$ cat src/rtl/adcsim_spi_pkg.sv
// Shared constants, FSM state encoding and frame-building helper for the
// serial-ADC emulator.
package adcsim_spi_pkg;

  localparam int unsigned ADC_FRAME_BITS = 16;
  localparam int unsigned ADC_LEAD_ZEROS = 4;
  localparam int unsigned ADC_SAMPLE_W   = 12;

  typedef enum logic [1:0] {
    StIdle  = 2'd0,
    StArmed = 2'd1,
    StShift = 2'd2
  } adc_state_e;

  // Frame as shifted out MSB first: leading zeros, then the sample.
  function automatic logic [ADC_FRAME_BITS-1:0] adc_frame(input logic [ADC_SAMPLE_W-1:0] s);
    return {{ADC_LEAD_ZEROS{1'b0}}, s};
  endfunction

endpackage

$ cat src/rtl/adcsim_spi_if.sv
// Sample stream handshake plus the SPI pins of the ADC emulator.
//   i_sample_valid/i_sample/o_sample_ready : producer -> FIFO handshake
//   i_csn/i_sck                            : SPI master chip select / clock
//   o_miso                                 : serial data back to the master
// master modport: producer + SPI master side; slave modport: the emulator.
interface adcsim_spi_if;
  import adcsim_spi_pkg::*;

  logic                    i_sample_valid;
  logic [ADC_SAMPLE_W-1:0] i_sample;
  logic                    o_sample_ready;
  logic                    i_csn;
  logic                    i_sck;
  logic                    o_miso;

  modport master (
    output i_sample_valid, i_sample, i_csn, i_sck,
    input  o_sample_ready, o_miso
  );

  modport slave (
    input  i_sample_valid, i_sample, i_csn, i_sck,
    output o_sample_ready, o_miso
  );

endinterface

$ cat src/rtl/adcsim_fifo.sv
// Sample FIFO, 2**LGFIFO entries of WIDTH bits.
//   clk, rst_n : clock, asynchronous active-low reset
//   push/wdata : write request and data (ignored when full)
//   pop/rdata  : read request (ignored when empty); rdata shows the head
//   empty/full : occupancy flags
//   ready      : !full, held low while reset is asserted
//   fill       : occupancy count
module adcsim_fifo #(
  parameter int unsigned LGFIFO = 2,
  parameter int unsigned WIDTH  = 12
) (
  input  logic              clk,
  input  logic              rst_n,
  input  logic              push,
  input  logic [WIDTH-1:0]  wdata,
  input  logic              pop,
  output logic [WIDTH-1:0]  rdata,
  output logic              empty,
  output logic              full,
  output logic              ready,
  output logic [LGFIFO:0]   fill
);

  localparam int unsigned Depth = 1 << LGFIFO;

  logic [WIDTH-1:0]  mem [Depth];
  logic [LGFIFO-1:0] wr_ptr_q, rd_ptr_q;
  logic [LGFIFO:0]   fill_q;
  logic              ready_en_q;
  logic              push_ok, pop_ok;

  assign empty = (fill_q == '0);
  assign full  = (fill_q == (LGFIFO+1)'(Depth));
  // ready_en_q keeps ready low during reset and for the first cycle after.
  assign ready = ready_en_q & ~full;
  assign fill  = fill_q;
  assign rdata = mem[rd_ptr_q];

  // Pop never bypasses a same-cycle push into an empty FIFO.
  assign push_ok = push & ready;
  assign pop_ok  = pop & ~empty;

  always_ff @(posedge clk) begin
    if (push_ok) mem[wr_ptr_q] <= wdata;
  end

  always_ff @(posedge clk or negedge rst_n) begin
    if (!rst_n) begin
      wr_ptr_q   <= '0;
      rd_ptr_q   <= '0;
      fill_q     <= '0;
      ready_en_q <= 1'b0;
    end else begin
      ready_en_q <= 1'b1;
      if (push_ok) wr_ptr_q <= wr_ptr_q + 1'b1;
      if (pop_ok)  rd_ptr_q <= rd_ptr_q + 1'b1;
      case ({push_ok, pop_ok})
        2'b10:   fill_q <= fill_q + 1'b1;
        2'b01:   fill_q <= fill_q - 1'b1;
        default: fill_q <= fill_q;
      endcase
    end
  end

endmodule

$ cat src/rtl/adcsim_spi.sv
// 12-bit serial ADC emulator. Samples queue in a FIFO; each SPI frame pops
// one and shifts out {4'b0, sample} MSB first, changing data after SCK rising
// edges so the master can sample on falling edges.
//   i_clk, i_areset_n : system clock, asynchronous active-low reset
//   bus (slave)       : sample handshake and SPI pins
//   o_busy            : frame in progress (state SHIFT)
//   o_frame_stb       : pulse after the 16th SCK rising edge
//   o_underrun        : pulse when a frame starts with the FIFO empty
//   o_abort           : pulse when CSn rises before 16 bits
//   o_fill            : FIFO occupancy
// NSYNC must lie in 1..3.
module adcsim_spi
  import adcsim_spi_pkg::*;
#(
  parameter int unsigned LGFIFO = 2,
  parameter int unsigned NSYNC  = 2
) (
  input  logic            i_clk,
  input  logic            i_areset_n,
  adcsim_spi_if.slave     bus,
  output logic            o_busy,
  output logic            o_frame_stb,
  output logic            o_underrun,
  output logic            o_abort,
  output logic [LGFIFO:0] o_fill
);

  localparam logic [4:0] FrameCnt = 5'(ADC_FRAME_BITS);

  // Synchronizers
  logic [NSYNC-1:0] csn_sync_q, sck_sync_q;
  logic [NSYNC:0]   csn_cat, sck_cat;
  logic             csn_prev_q, sck_prev_q;
  logic [NSYNC:0]   settle_q;
  logic             csn_s, sck_s, csn_rise, csn_fall, sck_rise, settled;

  assign csn_cat = {csn_sync_q, bus.i_csn};
  assign sck_cat = {sck_sync_q, bus.i_sck};

  always_ff @(posedge i_clk or negedge i_areset_n) begin
    if (!i_areset_n) begin
      csn_sync_q <= '1;
      sck_sync_q <= '1;
      csn_prev_q <= 1'b1;
      sck_prev_q <= 1'b1;
      settle_q   <= '0;
    end else begin
      csn_sync_q <= csn_cat[NSYNC-1:0];
      sck_sync_q <= sck_cat[NSYNC-1:0];
      csn_prev_q <= csn_sync_q[NSYNC-1];
      sck_prev_q <= sck_sync_q[NSYNC-1];
      settle_q   <= {settle_q[NSYNC-1:0], 1'b1};
    end
  end

  assign csn_s    = csn_sync_q[NSYNC-1];
  assign sck_s    = sck_sync_q[NSYNC-1];
  assign csn_rise = csn_s & ~csn_prev_q;
  assign csn_fall = ~csn_s & csn_prev_q;
  assign sck_rise = sck_s & ~sck_prev_q;
  // The synchronizers reset to 1; only trust CSn once real input has
  // propagated through, so CSn held low across reset cannot arm a frame.
  assign settled  = settle_q[NSYNC];

  // FIFO
  logic                    fifo_empty, fifo_full, fifo_ready, start;
  logic [ADC_SAMPLE_W-1:0] fifo_rdata;

  adcsim_fifo #(
    .LGFIFO (LGFIFO),
    .WIDTH  (ADC_SAMPLE_W)
  ) u_fifo (
    .clk   (i_clk),
    .rst_n (i_areset_n),
    .push  (bus.i_sample_valid),
    .wdata (bus.i_sample),
    .pop   (start),
    .rdata (fifo_rdata),
    .empty (fifo_empty),
    .full  (fifo_full),
    .ready (fifo_ready),
    .fill  (o_fill)
  );

  assign bus.o_sample_ready = fifo_ready;

  // FSM
  adc_state_e state_q, state_d;

  always_ff @(posedge i_clk or negedge i_areset_n) begin
    if (!i_areset_n) state_q <= StIdle;
    else             state_q <= state_d;
  end

  always_comb begin
    state_d = state_q;
    start   = 1'b0;
    unique case (state_q)
      StIdle:  if (settled && csn_s) state_d = StArmed;
      StArmed: if (csn_fall) begin
        state_d = StShift;
        start   = 1'b1;
      end
      StShift: if (csn_rise) state_d = StArmed;
      default: state_d = StIdle;
    endcase
  end

  // Datapath
  logic [ADC_FRAME_BITS-1:0] shreg_q;
  logic [ADC_SAMPLE_W-1:0]   last_q;
  logic [4:0]                cnt_q;
  logic                      frame_stb_q, underrun_q, abort_q;
  logic                      in_shift, shift_en;

  assign in_shift = (state_q == StShift);
  // CSn rising wins over a coincident SCK edge; edges past bit 16 are ignored.
  assign shift_en = in_shift & ~csn_rise & sck_rise & (cnt_q < FrameCnt);

  always_ff @(posedge i_clk or negedge i_areset_n) begin
    if (!i_areset_n) begin
      shreg_q     <= '0;
      last_q      <= '0;
      cnt_q       <= '0;
      frame_stb_q <= 1'b0;
      underrun_q  <= 1'b0;
      abort_q     <= 1'b0;
    end else begin
      frame_stb_q <= 1'b0;
      underrun_q  <= 1'b0;
      abort_q     <= in_shift & csn_rise & (cnt_q < FrameCnt);
      if (start) begin
        cnt_q <= '0;
        if (fifo_empty) begin
          // Resend the previous sample rather than invent data.
          shreg_q    <= adc_frame(last_q);
          underrun_q <= 1'b1;
        end else begin
          shreg_q <= adc_frame(fifo_rdata);
          last_q  <= fifo_rdata;
        end
      end else if (shift_en) begin
        shreg_q     <= {shreg_q[ADC_FRAME_BITS-2:0], 1'b0};
        cnt_q       <= cnt_q + 1'b1;
        frame_stb_q <= (cnt_q == FrameCnt - 5'd1);
      end
    end
  end

  assign bus.o_miso  = in_shift & shreg_q[ADC_FRAME_BITS-1];
  assign o_busy      = in_shift;
  assign o_frame_stb = frame_stb_q;
  assign o_underrun  = underrun_q;
  assign o_abort     = abort_q;

  logic unused_full;
  assign unused_full = fifo_full;

endmodule

$ cat src/flat_wrapper.sv
// flat-port wrapper written by rule: the top's interface ports become plain ports
module adcsim_spi_flat import adcsim_spi_pkg::*;
#(
  parameter int unsigned LGFIFO = 2,
  parameter int unsigned NSYNC  = 2
)
  (i_clk, i_areset_n, o_busy, o_frame_stb, o_underrun, o_abort, o_fill, bus_i_sample_valid, bus_i_sample, bus_i_csn, bus_i_sck, bus_o_sample_ready, bus_o_miso);
  adcsim_spi_if bus_i ();
  input  logic i_clk;
  input  logic i_areset_n;
  output logic o_busy;
  output logic o_frame_stb;
  output logic o_underrun;
  output logic o_abort;
  output logic [LGFIFO:0] o_fill;
  input wire logic [$bits(bus_i.i_sample_valid)-1:0] bus_i_sample_valid;
  input wire logic [$bits(bus_i.i_sample)-1:0] bus_i_sample;
  input wire logic [$bits(bus_i.i_csn)-1:0] bus_i_csn;
  input wire logic [$bits(bus_i.i_sck)-1:0] bus_i_sck;
  output wire logic [$bits(bus_i.o_sample_ready)-1:0] bus_o_sample_ready;
  output wire logic [$bits(bus_i.o_miso)-1:0] bus_o_miso;
  assign bus_i.i_sample_valid = bus_i_sample_valid;
  assign bus_i.i_sample = bus_i_sample;
  assign bus_i.i_csn = bus_i_csn;
  assign bus_i.i_sck = bus_i_sck;
  assign bus_o_sample_ready = bus_i.o_sample_ready;
  assign bus_o_miso = bus_i.o_miso;
  adcsim_spi #(.LGFIFO(LGFIFO), .NSYNC(NSYNC)) u_core (.i_clk(i_clk), .i_areset_n(i_areset_n), .bus(bus_i), .o_busy(o_busy), .o_frame_stb(o_frame_stb), .o_underrun(o_underrun), .o_abort(o_abort), .o_fill(o_fill));
endmodule
$ cat config.mk
export PLATFORM = sky130hd
export DESIGN_NAME = adcsim_spi_flat
export DESIGN_NICKNAME = d
export VERILOG_FILES = /design/src/rtl/adcsim_spi_pkg.sv /design/src/rtl/adcsim_spi_if.sv /design/src/rtl/adcsim_fifo.sv /design/src/rtl/adcsim_spi.sv /design/src/flat_wrapper.sv
export SDC_FILE = /design/constraint.sdc
export NUM_CORES = 1
export LEC_CHECK = 0
export BUFFER_PORTS_ARGS = -buffer_cell sky130_fd_sc_hd__buf_4
export CAP_MARGIN = 20
export CORE_MARGIN = 2
export CORE_UTILIZATION = 53
export CTS_BUF_LIST = sky130_fd_sc_hd__clkbuf_16
export CTS_CLUSTER_SIZE = 12
export DETAILED_ROUTE_END_ITERATION = 8
export GPL_ROUTABILITY_DRIVEN = 0
export GPL_TIMING_DRIVEN = 0
export PLACE_DENSITY = 0.82
export SLEW_MARGIN = 10
export SYNTH_ARGS = -nofsm -noshare
export SYNTH_HDL_FRONTEND = slang
export SYNTH_SLANG_ARGS = --single-unit
$ cat constraint.sdc
create_clock -name i_clk -period 5.3 [get_ports i_clk]
set_input_delay 0.795 -clock i_clk [delete_from_list [all_inputs] [get_ports i_clk]]
set_output_delay 0.795 -clock i_clk [all_outputs]
set_load 0.02 [all_outputs]
==> qor.yml <==
floorplan:
  io_pins: 26
  row_count: 32
  dieArea_um2: 8530
  die_h_um: 92.4
  die_w_um: 92.4
  core_area_um2: 7650
  start_util_pct: 54.1
timing:
  hold_viol: 0
  relSlewSlack_pct: 55.6
  finClkSkew_ns: 0.00872
  max_freq_ghz: 0.418
  setup_violations: 0
  rsz0062_at_grt: "false"
  fin_setup_tns_ns: 0
  final.period_utilization_pct: 45.2
  final_max_slew_viol_count: 0
  fin_ws_ns: 2.91
  worst_pin_slew_ns: 0.666
  period_needed_ns: 2.39
layout:
  final_layout_size_suffix_gt1_share_pct: 23.6
  multi_input_area_um2: 1230
  final_core_util_pct: 62.6
  seqCellArea_um2: 2800
  antenna_cells: 0
  flow.area_growth_from_synthesis_pct: 15.6
  fill_cells: 545
  nets: 342
cts:
  cts_max_level: 3
  post_cts_resized: 0
  cts_root_buf: "clkbuf_16"
  postCtsHoldBufs: 0
  cts_tree: "yes"
  clk_path_buf_depth: 2
  cts_made_buffers: 9
  clk_transition_reported_paths_ns: 0.07
  numClockSinks: 102
  cts_setup_buffers: 0
  clock_latency_ns: 0.34
synthesis:
  synth.area.mux_share_pct: 10.3
  syn_nets: 306
  synth-main-ff-cell: "edfxtp_1"
  yosys.area_share.xor_xnor_pct: 1.69
  syn_inst: 281
  synth-seq-area-share_pct: 67.7
  syn_area_um2: 4140
  yosys_warnings: 0
  ys_async_sr_fraction_pct: 52.9
  ys_ff_latch: 102
  synth_top_area_share_pct: 34.8
  yosys.area_share.simple_pct: 9.16
  synthTopCellsByArea: "edfxtp_1, dfrtp_1, mux4_2"
  synth_top_area_cell: "edfxtp_1"
  avgSynthCellArea_um2: 14.7
  synth_edf_count: 48
  synth_top_family_by_area: "multiplexers"
  synth_cell_types: 43
  synth-compound-area-share_pct: 5.86
  synthAdderAreaFrac_pct: 2.60
power_and_ir_drop:
  power.share.sequential_pct: 46.1
  internal-power_mw: 1.75
  pwr-share-comb_pct: 25.1
  power.leakage_nw: 1.95
  power.density_nw_per_um2: 509
  p_switching_uw: 688
  clockPowerShare_pct: 28.8
  power_switching_share_pct: 28.2
  peakVddDrop_mv: 0.278
detailed_routing:
  first_pass_iters: 5
  vias: 2307
  wire_per_inst_um: 15.6
  drcViolationCount: 0
  drtIter0Drc: 149
  wl_mm: 6.61
  antenna_left: 0
  via_per_inst: 5.44
global_routing:
  met2_usage_pct: 29.4
  grt_max_degree: 55
  grt_pass1_wl_mm: 11.3
  grt_pass1_vias: 2351
  antenna_found_initial: 0
  grtUsageTotal_pct: 17.4
  use_met1_pct: 22.4
  gr-usage-met3_pct: 3.99
  grt_overflow: 0
  busiest_layer: "met2"
worst_hold_path:
  min_from: "u_core.settle_q[1]"
  holdPathStages: 0
  worstHoldPathType: "reg2reg"
  holdPathEnd: "u_core.settle_q[2]"
outcome:
  status: "completed"
place:
  pre_cts_ws_ns: 2.91
  port_buffers: 25
  dp_hpwl_mm: 4.50
critical_path:
  cp_max_fo: 10
  rrSetupSlack_ns: 2.91
  crit_start: "u_core.csn_prev_q"
  arrival_ns: 2.66
  r2r-start: "u_core.csn_prev_q"
  critical_path_class: "reg2reg"
  crit_required_ns: 5.56
  endpoint_kind: "register"
  r2r_cells: 10
  r2r-end: "u_core.u_fifo.fill[2]"
  start_kind: "register"
job:
  drv_cap: 0
## power by group through the flow
stage	clock (mW)	combinational (mW)	sequential, mW
floorplan	0	0.452	1.12
global placement	0	0.586	1.13
detailed placement	0	0.619	1.14
CTS	0.713	0.622	1.12
global route	0.749	0.678	1.15
finish	0.702	0.611	1.12
## worst max-delay path, stage by stage, from the launching register on
cell and delay, ns:
dfstp_2 0.56, nand4bb_1 0.11, buf_2 0.19, nor2_4 0.20, buf_4 0.23, ha_1 0.20, inv_1 0.06, fa_1 0.37
xor2_1 0.15, nor2_1 0.11, xor2_1 0.15
## cell families (layout without fill, tap and decap cells)
| logic type | after synthesis | after routing |
|---|---|---|
| DFF | 102 | 102 |
| and+or+nand+nor | 75 | 75 |
| AOI/OAI and AO/OA | 39 | 39 |
| muxes | 26 | 26 |
| buffers and inverters | 22 | 63 |
| adders and majority gates | 8 | 8 |
| xor gates and xnor gates | 8 | 8 |
| other | 1 | 1 |
## layer usage
layer | vias up | wire, µm
met5 | - | 0
met4 | 0 | 86
met3 | 10 | 209
met2 | 41 | 3500
met1 | 1163 | 2820
li1 | 1093 | -
## cells in the mapped netlist (3+ instances only)
library cell and instances:
dfstp_2 6, nor2_1 5, mux4_2 12, and3_1 6, xor2_1 4, edfxtp_1 48, inv_1 9, a32oi_1 11
clkbuf_1 3, dfrtp_1 48, a21oi_1 23, xnor2_1 4, nand2_1 46, mux2_2 8, and2_1 3, mux2_1 5
ha_1 7, buf_2 3
## placed cells by master, fill, tap and decap left out, types with 2 or more instances in the layout
master,instances
buf_1,2
and3_1,6
buf_6,2
inv_1,12
clkbuf_16,10
and2_1,3
nor2_1,5
xnor2_1,4
buf_2,3
nand2_1,46
clkbuf_1,3
a32oi_1,11
bufinv_16,2
or3_1,2
nand2b_1,2
dfstp_2,6
ha_1,7
a21oi_1,23
xor2_1,4
mux4_2,12
buf_4,27
dfrtp_1,48
mux2_1,5
mux2_2,8
edfxtp_1,48
## registers in the layout (all words and copies together), names as in the netlist, 2 cells and up
register,cells
u_core.csn_sync_q,2
u_core.state_q,2
u_core.cnt_q,5
u_core.shreg_q,16
u_core.last_q,12
u_core.u_fifo.rd_ptr_q,2
u_core.u_fifo.fill,3
u_core.u_fifo.mem,48
u_core.settle_q,3
u_core.sck_sync_q,2
u_core.u_fifo.wr_ptr_q,2
## final cells by class
class	count	share of cell area, %
flip-flops and latches	102	58.5
multi-input cells	157	25.7
clock buffers	10	5.23
repair buffers	25	3.92
well taps	102	2.67
clock inverters	6	1.67
plain buffers	12	1.49
inverters	10	0.785
## per-stage QoR
stage                     hold WS [ns]  instances  total power [mW]  instance area, µm²
final                            0.349        424              2.44                4780
after detailed placement         0.337        408              1.76                4450
after global placement           0.332        408              1.71                4450
after floorplan                  0.331        281              1.57                4140
after CTS                        0.352        424              2.46                4780
after global routing             0.359        424              2.57                4780
## worst max-delay path by stage
stage / depth (start not counted) / endpoint
5_1_grt: 10 / u_core.u_fifo.fill[2]
2_1_floorplan: 10 / u_core.u_fifo.fill[2]
4_1_cts: 10 / u_core.u_fifo.fill[2]
3_5_place_dp: 10 / u_core.u_fifo.fill[2]
3_3_place_gp: 10 / u_core.u_fifo.fill[2]
6_report: 10 / u_core.u_fifo.fill[2]
Note: power is estimated with default switching activity, not from simulation.
